==> src/rtl/display_scanner.sv <==
// Four-digit common-anode seven-segment scanner. Values are staged in a pending
// register and only reach the display register at the frame wrap, so a frame never shows a mix of old and new digits.
module display_scanner #(
    parameter int PRESCALE = 100000
) (
    input  logic        clk,
    input  logic        rst,
    input  logic        load,
    input  logic [15:0] value,
    input  logic [3:0]  dp_in,
    input  logic        blank_lz,
    output logic [3:0]  an,
    output logic [6:0]  seg,
    output logic        dp,
    output logic [1:0]  digit_sel,
    output logic        frame_done,
    output logic        pend
);

    localparam int CW = (PRESCALE > 1) ? $clog2(PRESCALE) : 1;
    localparam logic [CW-1:0] CNT_LAST = CW'(PRESCALE - 1);

    logic [CW-1:0] cnt;
    logic [1:0]    idx;
    logic          tick;
    logic          wrap;

    logic [15:0]   pend_val;
    logic [3:0]    pend_dp;
    logic          pend_q;
    logic [15:0]   disp_val;
    logic [3:0]    disp_dp;

    logic [3:0]    nibble;
    logic          lead_zero;
    logic          blank;

    assign tick = (cnt == CNT_LAST);
    assign wrap = tick && (idx == 2'd3);

    always_ff @(posedge clk) begin
        if (rst) begin
            cnt      <= '0;
            idx      <= 2'd0;
            pend_val <= 16'h0000;
            pend_dp  <= 4'h0;
            pend_q   <= 1'b0;
            disp_val <= 16'h0000;
            disp_dp  <= 4'h0;
        end else begin
            cnt <= tick ? '0 : cnt + CW'(1);
            if (tick) begin
                idx <= idx + 2'd1;
            end
            // Commit uses the pre-edge pending contents, so a simultaneous load waits a frame.
            if (wrap && pend_q) begin
                disp_val <= pend_val;
                disp_dp  <= pend_dp;
            end
            if (load) begin
                pend_val <= value;
                pend_dp  <= dp_in;
                pend_q   <= 1'b1;
            end else if (wrap) begin
                pend_q   <= 1'b0;
            end
        end
    end

    function automatic logic [6:0] hex_to_seg(input logic [3:0] n);
        logic [6:0] s;
        case (n)
            4'h0:    s = 7'b1000000;
            4'h1:    s = 7'b1111001;
            4'h2:    s = 7'b0100100;
            4'h3:    s = 7'b0110000;
            4'h4:    s = 7'b0011001;
            4'h5:    s = 7'b0010010;
            4'h6:    s = 7'b0000010;
            4'h7:    s = 7'b1111000;
            4'h8:    s = 7'b0000000;
            4'h9:    s = 7'b0010000;
            4'hA:    s = 7'b0001000;
            4'hB:    s = 7'b0000011;
            4'hC:    s = 7'b1000110;
            4'hD:    s = 7'b0100001;
            4'hE:    s = 7'b0000110;
            default: s = 7'b0001110;
        endcase
        return s;
    endfunction

    always_comb begin
        nibble    = disp_val[3:0];
        lead_zero = 1'b0;
        case (idx)
            2'd0: begin
                nibble    = disp_val[3:0];
                lead_zero = 1'b0;
            end
            2'd1: begin
                nibble    = disp_val[7:4];
                lead_zero = (disp_val[15:4] == 12'h000);
            end
            2'd2: begin
                nibble    = disp_val[11:8];
                lead_zero = (disp_val[15:8] == 8'h00);
            end
            default: begin
                nibble    = disp_val[15:12];
                lead_zero = (disp_val[15:12] == 4'h0);
            end
        endcase
    end

    // blank_lz is deliberately live so software can toggle it without a reload.
    assign blank = blank_lz && lead_zero;

    always_comb begin
        an  = 4'b1111;
        seg = 7'b1111111;
        dp  = 1'b1;
        if (!blank) begin
            an  = ~(4'b0001 << idx);
            seg = hex_to_seg(nibble);
            dp  = ~disp_dp[idx];
        end
    end

    assign digit_sel  = idx;
    assign frame_done = wrap;
    assign pend       = pend_q;

endmodule

==> config.mk <==
export PLATFORM = sky130hd
export DESIGN_NAME = display_scanner
export DESIGN_NICKNAME = d
export VERILOG_FILES = /design/src/rtl/display_scanner.sv
export SDC_FILE = /design/constraint.sdc
export NUM_CORES = 1
export LEC_CHECK = 0
export CAP_MARGIN = 20
export CORE_MARGIN = 4
export CORE_UTILIZATION = 59
export CTS_CLUSTER_DIAMETER = 80
export DETAILED_ROUTE_END_ITERATION = 16
export GPL_TIMING_DRIVEN = 0
export HOLD_SLACK_MARGIN = 0.15
export PLACE_DENSITY_LB_ADDON = 0.05
export SYNTH_ARGS = -nofsm -noshare
export SYNTH_HDL_FRONTEND = slang
export SYNTH_SLANG_ARGS = --single-unit
==> constraint.sdc <==
create_clock -name clk -period 4.7 [get_ports clk]
set_clock_uncertainty 0.2 [all_clocks]
set_input_delay 0.705 -clock clk [delete_from_list [all_inputs] [get_ports clk]]
set_output_delay 0.705 -clock clk [all_outputs]
set_load 0.02 [all_outputs]
==> metrics.yaml, run 1 <==
logic_synthesis:
  syn_area_sq_um: 2967
  syn-instance-count: 338
  yosys_most_used_dff: "dfxtp_1"
  yosysTopAreaCell: "dfxtp_1"
  syn_area_per_cell_sq_um: 8.777
  synth_nets: 374
  synth_edf_count: 0
  ys_types: 42
  synth-async-reset-ratio_pct: 0
  yosys_warnings: 0
  synth_seq_area_share_pct: 40.49
  synth.ff_latch_count: 60
  synth.top_cell.area_share_pct: 40.49
  ys_top_cells_by_area: "dfxtp_1 40%, mux2i_1 7.8%, a21oi_1 5.6%, o31ai_1 5.3%, ha_1 5.1%"
setup_path:
  start_kind: "flip-flop"
  slowest_delay_ns: 0.62
  cp_cell_sequence: "inv_1, ha_1, a222oi_1, a21oi_1, inv_1, ha_1, a211oi_1, a211oi_1, o21ai_0, clkdlybuf4s50_1"
  critical-path-top-delay-family: "compound AO/OA/AOI/OAI gates"
  cp.buffers_inverters: 3
  worstPathArrival_ns: 3.34
  crit_path_end_kind: "primary output"
  worstSetupPathType: "flip-flop to primary output"
  reg2reg_from: "cnt[6]$_SDFF_PP0_"
  critPathLaunch: "digit_sel[0]$_SDFFE_PP0P_"
  cp_max_fo: 7
  worst_ep_required_time_ns: 3.80
  crit_slowest_cell: "clkdlybuf4s50_1"
layout:
  multiInputGateArea_sq_um: 1622
  drive_above_1_share_pct: 6.138
  regArea_sq_um: 1201
  synthToLayoutAreaGrowth_pct: 22.73
  nFillCells: 373
  diodes: 0
  nets: 422
grt:
  grt_pass1_wl_mm: 11.59
  grt_max_degree: 12
  grt_overflow_total: 0
  antenna_found_initial: 0
  grt_util_all_layers_pct: 23.36
  first_global_vias: 2482
timing:
  slew_violations: 0
  rsz0062_at_grt: "no"
  timing.hold.ws_ns: 0.2648
  post-route-period-util_pct: 90.34
  min_period_ns: 4.246
  worstMarginPinSlew_ns: 0.7393
  final-hold-violation-count: 0
  setup_viol: 0
  tns_ns: 0
  timing.fmax_ghz: 0.2355
  slew_headroom_pct: 50.71
job:
  maxCapViolations: 0
die:
  io-pin-count: 40
  dieArea_sq_um: 6227
  initial_utilization_pct: 61.99
  die-width_um: 78.91
  core_area_sq_um: 4786
  dieHeight_um: 78.91
  floorplan.rows: 25
route:
  avgRoutedWirePerCell_um: 15.00
  dr.pass1.iters: 5
  ant_nets: 0
  drt-total-wl_mm: 6.871
  drt_iter0_markers: 166
  vias_per_cell: 5.793
  drc: 0
  dr_total_vias: 2653
cts:
  clkTransAtPathRegs_ns: 0.07
  cts_hold_buf: 0
  cts_tree: "done"
  cts_root_buf: "clkbuf_8"
  cts_setup_buffers: 0
  cts_resized: 0
  numCtsBuffers: 9
  htreeDepth: 3
  cts.sinks: 60
  clockBufferDepth: 2
  clk-insertion-delay-late_ns: 0.34
power_and_ir_drop:
  p_per_area_nw_per_um2: 297.4
  leakage_nw: 1.289
  vdd_ir_drop_max_v: 0.0002827
min_path:
  min_from: "disp_dp[1]$_SDFFE_PP0P_"
  min_path_type: "flip-flop to flip-flop"
run_status:
  outcome: "finished, final reports clean"
placement:
  port_buffers: 37
  dp_hpwl_mm: 4.946
  place_congestion: 0.9050
-- per-layer routing --
| layer | vias to the layer above | part of all wire, % | global-route usage (%) | wire [um] |
|---|---|---|---|---|
| met1 | 1233 | 45 | 29.70 | 3058 |
| met2 | 69 | 49 | 38.96 | 3374 |
| met4 | 0 | 1.3 | 5.670 | 91 |
| li1 | 1340 | - | - | - |
| met3 | 11 | 5.0 | 7.029 | 346 |
| met5 | - | 0 | 0 | 0 |
-- cells in the final DEF (no fill, tap or decap), types with 5 or more instances in the layout --
cell type,n
a21oi_1,33
clkbuf_1,20
clkbuf_8,12
clkdlybuf4s50_1,37
dfxtp_1,60
ha_1,12
inv_1,13
mux2i_1,23
nand2_1,13
nand3_1,10
nand4_1,23
nor2_1,36
nor4_1,5
o21ai_0,7
o31ai_1,21
or3_1,5
xnor2_1,10
-- sequential cells by signal, summed over array words and instances, names as in the netlist --
name       flops
cnt           17
disp_val      16
pend_val      16
disp_dp        4
pend_dp        4
digit_sel      2
pend           1
-- synthesized netlist by cell type (4+ instances only) --
master	instances
a211oi_1	4
a21oi_1	33
a22oi_1	4
clkbuf_1	20
dfxtp_1	60
ha_1	12
inv_1	13
mux2i_1	23
nand2_1	13
nand3_1	10
nand4_1	23
nor2_1	36
nor3_1	4
nor4_1	5
o21ai_0	7
o31ai_1	21
or3_1	5
xnor2_1	10
-- final timing paths --
path / depth (start not counted) / end / slack, ns
max: 10 / seg[3] / 0.45
max reg2reg: 5 / cnt[10]$_SDFF_PP0_ / 2.47
min: 2 / disp_dp[1]$_SDFFE_PP0P_ / 0.26
min reg2reg: 2 / disp_dp[1]$_SDFFE_PP0P_ / 0.26
-- final cells by class --
type	count	area share (%)
Sequential cell	60	32.99
Timing Repair Buffer	37	10.17
Buffer	24	2.612
Multi-Input combinational cell	241	44.54
Inverter	13	1.340
Clock inverter	4	1.512
Clock buffer	12	4.536
Tap cell	67	2.302
-- stage by stage --
step / setup slack (ns) / util [%] / instance area [sq um] / std cells / power, mW
6_report: 0.4538 / 76.08 / 3641 / 458 / 1.083
5_1_grt: 0.1821 / 76.08 / 3641 / 458 / 1.123
4_1_cts: 0.4489 / 76.08 / 3641 / 458 / 1.089
3_5_place_dp: 0.8482 / 71.48 / 3421 / 442 / 0.5972
3_3_place_gp: 0.8832 / 71.48 / 3421 / 442 / 0.5957
2_1_floorplan: 1.235 / - / 2967 / 338 / 0.5695
-- tightest hold or removal path: cells and delay by family, from the launching register on --
family	cells	cell delay (ns)
AOI/OAI and AO/OA	2	0.11
DFF	1	0.31
-- power breakdown --
part | switching (mW) | internal (mW)
Combinational | 0.0246 | 0.0314
Sequential | 0.00869 | 0.521
Clock | 0.206 | 0.291
-- cell families (layout without fill, tap and decap cells) --
kind of cell / after synthesis / count (layout) / share of synthesized area, %
fa+ha+maj: 12 / 12 / 5.061
simple gates: 108 / 108 / 18.73
xor+xnor: 11 / 11 / 3.247
compound gates: 85 / 85 / 18.73
mux: 25 / 25 / 8.899
buf+inv: 37 / 90 / 4.850
flops: 60 / 60 / 40.49
(Power assumes the default switching activity.)
==> run 2: changes to the inputs <==
SLEW_MARGIN = 20   (was default)
==> results of run 2 <==
Final layout, timing and power as in run 1 (identical DEF).
